File: src/rtl/pc_pkg.sv
// Shared types and helpers for the PC / fetch-request controller.
package pc_pkg;

    typedef enum logic [1:0] {BOOT, RUN, WAIT_DEC, WAIT_CDB} pc_state_e;

    // Project-wide "no dependency" tag value.
    localparam int PROJ_NO_LOCK = 0;

    // Mask that clears the low log2(inst_bytes) bits; inst_bytes must be a power of two.
    function automatic logic [63:0] align_mask(input int inst_bytes);
        return ~(64'(inst_bytes) - 64'd1);
    endfunction

endpackage

File: src/rtl/pc_lock_tracker.sv
// Holds the tag the next PC waits on, matches CDB broadcasts (including the
// same-cycle bypass at decode) and counts cycles spent waiting.
module pc_lock_tracker
    import pc_pkg::*;
#(
    parameter int ADDR_W  = 32,
    parameter int LOCK_W  = 5,
    parameter int NO_LOCK = PROJ_NO_LOCK,
    parameter int CNT_W   = 16
) (
    input  logic              clk,
    input  logic              rst,
    input  logic              in_wait_dec,
    input  logic              redirect,
    input  logic              dec_valid,
    input  logic [LOCK_W-1:0] dec_lock,
    input  logic              cdb_valid,
    input  logic [LOCK_W-1:0] cdb_tag,
    input  logic [ADDR_W-1:0] cdb_result,
    output logic              resolve,
    output logic [ADDR_W-1:0] resolve_offset,
    output logic              lock_busy,
    output logic [LOCK_W-1:0] cur_lock,
    output logic [CNT_W-1:0]  lock_wait_cnt
);

    localparam logic [LOCK_W-1:0] NO_TAG = LOCK_W'(NO_LOCK);

    logic [LOCK_W-1:0] lock_q, lock_d;
    logic              busy_q, busy_d;
    logic [CNT_W-1:0]  cnt_q, cnt_d;
    logic              dec_locked, bypass_hit, wait_hit, enter_wait;

    assign dec_locked = in_wait_dec && dec_valid && (dec_lock != NO_TAG);
    assign bypass_hit = dec_locked && cdb_valid && (cdb_tag == dec_lock);
    assign wait_hit   = busy_q && cdb_valid && (cdb_tag == lock_q);
    assign enter_wait = dec_locked && !bypass_hit && !redirect;

    // A redirect in the same cycle drops any match.
    assign resolve        = (bypass_hit || wait_hit) && !redirect;
    assign resolve_offset = cdb_result;

    always_comb begin
        lock_d = lock_q;
        busy_d = busy_q;
        cnt_d  = cnt_q;
        if (busy_q && cnt_q != '1)
            cnt_d = cnt_q + CNT_W'(1);
        if (redirect || (busy_q && wait_hit)) begin
            lock_d = NO_TAG;
            busy_d = 1'b0;
        end else if (enter_wait) begin
            lock_d = dec_lock;
            busy_d = 1'b1;
        end
    end

    always_ff @(posedge clk) begin
        if (!rst) begin
            lock_q <= NO_TAG;
            busy_q <= 1'b0;
            cnt_q  <= '0;
        end else begin
            lock_q <= lock_d;
            busy_q <= busy_d;
            cnt_q  <= cnt_d;
        end
    end

    assign lock_busy     = busy_q;
    assign cur_lock      = lock_q;
    assign lock_wait_cnt = cnt_q;

endmodule

File: src/rtl/pc_fetch_ctrl.sv
// Program counter and single-outstanding fetch-request controller with
// lock/CDB dependency handling and ROB redirect.
module pc_fetch_ctrl
    import pc_pkg::*;
#(
    parameter int                ADDR_W     = 32,
    parameter int                LOCK_W     = 5,
    parameter int                NO_LOCK    = PROJ_NO_LOCK,
    parameter logic [ADDR_W-1:0] RESET_PC   = '0,
    parameter int                INST_BYTES = 4,
    parameter int                CNT_W      = 16
) (
    input  logic              clk,
    input  logic              rst,
    input  logic              stall,
    output logic              if_req_valid,
    output logic [ADDR_W-1:0] if_req_addr,
    input  logic              if_req_ready,
    input  logic              dec_valid,
    input  logic [LOCK_W-1:0] dec_lock,
    input  logic [ADDR_W-1:0] dec_offset,
    input  logic              cdb_valid,
    input  logic [LOCK_W-1:0] cdb_tag,
    input  logic [ADDR_W-1:0] cdb_result,
    input  logic              redirect_valid,
    input  logic [ADDR_W-1:0] redirect_pc,
    output logic              lock_busy,
    output logic [LOCK_W-1:0] cur_lock,
    output logic [CNT_W-1:0]  lock_wait_cnt
);

    localparam logic [63:0]       MASK64     = align_mask(INST_BYTES);
    localparam logic [ADDR_W-1:0] ALIGN_MASK = MASK64[ADDR_W-1:0];
    localparam logic [LOCK_W-1:0] NO_TAG     = LOCK_W'(NO_LOCK);

    pc_state_e         state_q, state_d;
    logic [ADDR_W-1:0] pc_q, pc_d;
    logic              vld_q, vld_d;
    logic              resolve;
    logic [ADDR_W-1:0] resolve_offset;
    logic              plain_dec;

    pc_lock_tracker #(
        .ADDR_W (ADDR_W),
        .LOCK_W (LOCK_W),
        .NO_LOCK(NO_LOCK),
        .CNT_W  (CNT_W)
    ) u_lock (
        .clk           (clk),
        .rst           (rst),
        .in_wait_dec   (state_q == WAIT_DEC),
        .redirect      (redirect_valid),
        .dec_valid     (dec_valid),
        .dec_lock      (dec_lock),
        .cdb_valid     (cdb_valid),
        .cdb_tag       (cdb_tag),
        .cdb_result    (cdb_result),
        .resolve       (resolve),
        .resolve_offset(resolve_offset),
        .lock_busy     (lock_busy),
        .cur_lock      (cur_lock),
        .lock_wait_cnt (lock_wait_cnt)
    );

    assign plain_dec = (state_q == WAIT_DEC) && dec_valid && (dec_lock == NO_TAG);

    always_comb begin
        state_d = state_q;
        pc_d    = pc_q;
        vld_d   = vld_q;
        if (redirect_valid) begin
            pc_d    = redirect_pc & ALIGN_MASK;
            vld_d   = 1'b0;
            state_d = RUN;
        end else begin
            case (state_q)
                BOOT: state_d = RUN;
                RUN: begin
                    if (vld_q) begin
                        if (if_req_ready) begin
                            vld_d   = 1'b0;
                            state_d = WAIT_DEC;
                        end
                    end else if (!stall) begin
                        vld_d = 1'b1;
                    end
                end
                WAIT_DEC, WAIT_CDB: begin
                    // Raise the next request on the same edge that updates pc.
                    if (plain_dec || resolve) begin
                        pc_d    = (pc_q + (plain_dec ? dec_offset : resolve_offset)) & ALIGN_MASK;
                        state_d = RUN;
                        vld_d   = !stall;
                    end else if (state_q == WAIT_DEC && dec_valid) begin
                        state_d = WAIT_CDB;
                    end
                end
                default: state_d = BOOT;
            endcase
        end
    end

    always_ff @(posedge clk) begin
        if (!rst) begin
            state_q <= BOOT;
            pc_q    <= RESET_PC;
            vld_q   <= 1'b0;
        end else begin
            state_q <= state_d;
            pc_q    <= pc_d;
            vld_q   <= vld_d;
        end
    end

    assign if_req_valid = vld_q;
    assign if_req_addr  = pc_q;

endmodule

File: config.mk
export PLATFORM = sky130hd
export DESIGN_NAME = pc_fetch_ctrl
export DESIGN_NICKNAME = d
export VERILOG_FILES = /design/src/rtl/pc_pkg.sv /design/src/rtl/pc_lock_tracker.sv /design/src/rtl/pc_fetch_ctrl.sv
export SDC_FILE = /design/constraint.sdc
export NUM_CORES = 1
export LEC_CHECK = 0
export ABC_CLOCK_PERIOD_IN_PS = 5800
export BUFFER_PORTS_ARGS = -buffer_cell sky130_fd_sc_hd__buf_4
export CAP_MARGIN = 20
export CORE_AREA = 4 4 142 76
export CTS_CLUSTER_SIZE = 40
export DETAILED_ROUTE_END_ITERATION = 16
export DIE_AREA = 0 0 146 80
export GPL_ROUTABILITY_DRIVEN = 0
export PLACE_DENSITY = 0.81
export SYNTH_ARGS = -nofsm -noshare
export SYNTH_HDL_FRONTEND = slang
export SYNTH_SLANG_ARGS = --single-unit
File: constraint.sdc
create_clock -name clk -period 5.8 [get_ports clk]
set_input_delay 0.58 -clock clk [delete_from_list [all_inputs] [get_ports clk]]
set_output_delay 0.58 -clock clk [all_outputs]
set_load 0.05 [all_outputs]
== Yosys cells after proc, flatten, opt, wreduce, memory -nomap -nowiden ==
Index checks and enable logic that the tools add are counted.

* Output and inout port bits: 55
* Bits in writable memories: 0
* ROM bits: 0
* Register bits: 55
* Bits in latches: 0
* Memories: 0

* Equal/unequal tests: 13
* Shifts and indexed selects: 0
* Divide/modulo/power cells: 0
* Add/sub/neg operators: 2
* Magnitude comparators: 0
* Reductions and logical operators: 31
* Mux-type cells: 15
* Bitwise logic cells: 1
* $mul: 0

{| class="wikitable"
|+ Operators by type and width
! kind !! count
|-
| $mux 32 || 4
|-
| $add 32x32->32 || 1
|-
| $add 16x1->16 const B || 1
|-
| $ne 16x16->1 const B || 1
|-
| $logic_and 1x1->1 || 12
|-
| $eq 5x5->1 || 2
|-
| $ne 3x3->1 const B || 3
|-
| $mux 2 || 4
|-
| $ne 2x2->1 const B || 3
|-
| $pmux 2 s3 || 1
|-
| $reduce_and 3->1 || 2
|-
| $reduce_bool 2->1 || 3
|-
| $reduce_or 2->1 || 3
|-
| $logic_not 5->1 || 1
|-
| $mux 1 || 5
|-
| $reduce_bool 5->1 || 1
|-
| $eq 2x2->1 const B || 2
|-
| $ne 4x4->1 const B || 1
|-
| $reduce_and 2->1 || 2
|-
| $logic_not 1->1 || 3
|-
| $logic_or 1x1->1 || 3
|-
| $eq 2x1->1 const B || 1
|-
| $logic_not 2->1 || 1
|-
| $pmux 1 s2 || 1
|-
| $not 1->1 || 1
|}

== Logic depth before layout (Yosys ltp) ==
* Depth after elaboration: 11
* Depth in mapped cells: 14
* Mapped depth without buffers: 13

== Cells and area by module ==
Synthesis repeated with hierarchy kept, for this count alone.

* Cell total of the unflattened synthesis: 640
* Area total of the unflattened synthesis: 5073.6 um^2

{| class="wikitable"
|+ Modules (own cells, without submodules)
! module !! area each (um^2) !! times used !! cells an instance
|-
| pc_fetch_ctrl || 3524.6 || 1 || 459
|-
| pc_lock_tracker || 1549.0 || 1 || 181
|}

== Worst setup path after synthesis ==
Ideal clock, no wire load.

* Path type: input -> register
* From: in dec_lock[1]
* To: reg pc_q[25] (netlist: if_req_addr[25])
* Setup time: 80 ps
* Arrival: 4277 ps
* Cell stages on the path: 13
* Setup slack: 1444 ps
* Path buffers: 2
* Data required time: 5720 ps
* Cell sequence: or4_1 -> nor4_4 -> clkbuf_1 -> mux2_2 -> ha_1 -> clkbuf_1 -> nand2_1 -> nor4_1 -> nand3_1 -> o21ai_0 -> nor4_1 -> or4_1 -> o211ai_1

* Cells in the longest elaborated chain, start to end: 9

{| class="wikitable"
|+ Ends and longest elaborated chain
! item !! RTL line !! text
|-
| from (decl) || pc_fetch_ctrl.sv:20 || <nowiki>input logic [LOCK_W-1:0] dec_lock,</nowiki>
|-
| branches (longest 9 deep; another with $add 32x32->32) || -- ||
|-
| to (signal assigned) || pc_fetch_ctrl.sv:110 || <nowiki>pc_q <= pc_d;</nowiki>
|-
| to (decl) || pc_fetch_ctrl.sv:37 || <nowiki>logic [ADDR_W-1:0] pc_q, pc_d;</nowiki>
|}

Parallel ways; which one is timed is not known. The select of a mux whose other input is x is not followed.
A chain may end at the register's enable or synchronous reset.

== Worst setup path in the final report ==
* From: in dec_lock[1]
* To: reg pc_q[28] (netlist: if_req_addr[28])

The elaborated chain is that of the path after synthesis.

==> results.cfg <==
[run_status]
status = finished clean

[place]
dp.cells = 866
postPlaceCellArea_sq_um = 6030
hpwl_mm = 11.4
place_ws_ns = 0.920
port-buffer-count = 159

[setup_path]
cp.arrival_ns = 5.11
worstPathRequired_ns = 6.01
startpoint_type = input port
crit_fanout = 35
crit_path_end_kind = flip-flop
critical_path_class = in2reg

[sta]
worst_slack_ns = 0.901
clock-skew-final_ns = 0.00752
fin_tns_setup_ns = 0
rsz0062_at_grt = false
tightest_slew_ns = 0.970
setup_viol = 0
period_needed_ns = 4.90
finalMaxSlewViolations = 0
slew_headroom_pct = 33.7
min_period_over_period_pct = 84.5
timing.fmax_ghz = 0.204
hold_viol = 0

[final_layout]
syn2layout_area_growth_pct = 29.6
fin_nets = 899
drive_gt1_share_pct = 28.1
postLayoutCellArea_sq_um = 6200
final_cells = 875
diodes = 0

[clocking]
holdBufCountCts = 0
cts_buffer_depth = 2
cts_made_buffers = 5
clock-root-buffer = clkbuf_16
cts.sinks = 55
cts_tree = built
cts.htree.levels = 2
clkLatencyLatePin_ns = 0.30
post-cts-setup-buffer-count = 0
cts.clk_slew.worst_paths_ns = 0.08
cts_resized = 0

[floorplanning]
ios = 168
start_util_pct = 51.1
die_area_sq_um = 11700
coreArea_sq_um = 9350
die_x_um = 146
die_height_um = 80
rows = 25

[global_routing]
overflow = 0
grt_usage_pct = 24.8
first_global_vias = 4906
grt_max_degree = 40
grt_pass1_wl_mm = 24.1
antenna_found_initial = 0

[detailed_routing]
wl_mm = 14.9
drc = 0
first_pass_iters = 4
drt_iter0_markers = 319
ant_nets = 0
viasPerCell = 6.01
vias = 5256
wl_per_cell_um = 17.0

[pwr]
power.internal_mw = 0.721
ir_worst_vdd_mv = 0.120
power_density_nw_per_um2 = 181
p_seq_share_pct = 36.1
finalPower_mw = 1.12
power_frac_clock_pct = 29.4
p_leak_nw = 2.76
switchingPower_mw = 0.398
swShare_pct = 35.5
p_comb_share_pct = 34.5

[synth]
async_flop_share_pct = 0
ys.flop_type = dfxtp_1
syn_area_per_cell_sq_um = 7.76
synth_cells = 616
post_synth_num_cell_types = 63
ys.warnings.count = 0
ys_seq_area_share_pct = 23.0
syn_area_sq_um = 4780
synth_edf_count = 0
ys_ff_latch = 55

[min_path]
min_path_type = in2reg

[flow_run]
cap_viol_max_count = 0
## layer usage
| metal | GRT usage (%) | share of wire (%) | vias to the layer above |
|---|---|---|---|
| li1 | - | - | 2572 |
| met1 | 33.1 | 45 | 2471 |
| met2 | 43.0 | 47 | 197 |
| met3 | 3.69 | 6.5 | 16 |
| met4 | 5.07 | 1.0 | 0 |
| met5 | 0 | 0 | - |
## sequential cells by signal, indices dropped and copies added (netlist names)
register and flops:
if_req_valid 1, u_lock.lock_busy 1, if_req_addr 30, u_lock.lock_wait_cnt 16, u_lock.cur_lock 5, state_q 2
## power groups by stage
stage / clock network (mW) / registers (mW) / logic (mW)
after global routing: 0.350 / 0.406 / 0.420
final: 0.328 / 0.404 / 0.386
after detailed placement: 0 / 0.413 / 0.378
after global placement: 0 / 0.412 / 0.372
after floorplan: 0 / 0.457 / 0.206
after CTS: 0.335 / 0.404 / 0.381
## synthesized netlist by cell type, drive strengths merged (9+ instances only)
cell type  number  area (sq um)
o31ai           9          67.6
a21oi          52           260
nand3          28           140
o211ai          9          67.6
mux2           29           327
xnor2          27           236
nand2          60           225
and2           12          75.1
dfxtp          55          1100
and3            9          56.3
o21ai          38           190
nor4           10          77.6
nor3           15          75.1
clkbuf         29           109
xor2           10          87.6
a31oi          12          75.1
ha             32           400
inv            10          37.5
nor2           46           173
a21o           12          90.1
nand4          10          62.6
mux2i           9          90.1
## layout make-up
cell class                 instances  area, sq um
multi-input combinational        517         3520
fill                             857         3160
timing repair buffer             163         1220
sequential                        55         1100
tap                              121          151
clock buffer                       5          125
inverter                          11         41.3
clock inverter                     3         28.8
## layout by cell type (no fill, tap or decap), types with 6 or more instances in the layout
cell / count
nor2_1: 46
mux2i_1: 9
nor2b_1: 6
mux2_2: 29
o211a_1: 6
nand4_1: 10
o21ai_0: 37
o31ai_1: 8
and3_1: 9
o211ai_1: 9
xnor2_1: 27
and2_1: 11
nand3_1: 28
nor4_1: 9
ha_1: 32
buf_4: 163
a21oi_1: 52
xor2_1: 10
dfxtp_1: 55
a21o_1: 12
nor3_1: 15
inv_1: 10
nand2_1: 60
a31oi_1: 12
## worst max-delay path: stages
cell,delay [ns]
buf_4,0.12
or4_1,0.59
nor4_4,0.15
buf_4,0.46
mux2_2,0.40
ha_1,0.49
nand2_1,0.18
nor4_1,0.52
o21a_1,0.24
o31ai_1,0.10
a2111oi_0,0.85
nor4b_1,0.15
o31ai_1,0.25
## through the flow
stage	utilization [%]	hold slack, ns
after floorplan	-	0.623
after global placement	64.5	0.482
after global routing	66.2	0.500
final	66.2	0.495
after detailed placement	64.5	0.494
after CTS	66.2	0.496
## path summary, 6_finish.rpt
kind                                 startpoint         endpoint  slack (ns)  cells past startpoint
worst min register to register   if_req_addr[9]   if_req_addr[9]        0.50                      2
worst max-delay path                dec_lock[1]  if_req_addr[28]        0.90                     13
worst max register to register       state_q[1]  if_req_addr[28]        1.16                     12
worst min-delay path            redirect_pc[18]  if_req_addr[18]        0.50                      2
## cell families (layout without fill, tap and decap cells)
group	Yosys count	in the layout	share of synthesized area, %
muxes	38	38	8.72
and+or+nand+nor	220	220	22.9
xor gates and xnor gates	37	37	6.78
DFF	55	55	23.0
buffers and inverters	45	182	3.77
adders and majority gates	33	33	8.80
AOI/OAI and AO/OA	187	187	25.9
other	1	2	0.0785
No activity file was read; power rests on OpenSTA's default activity.
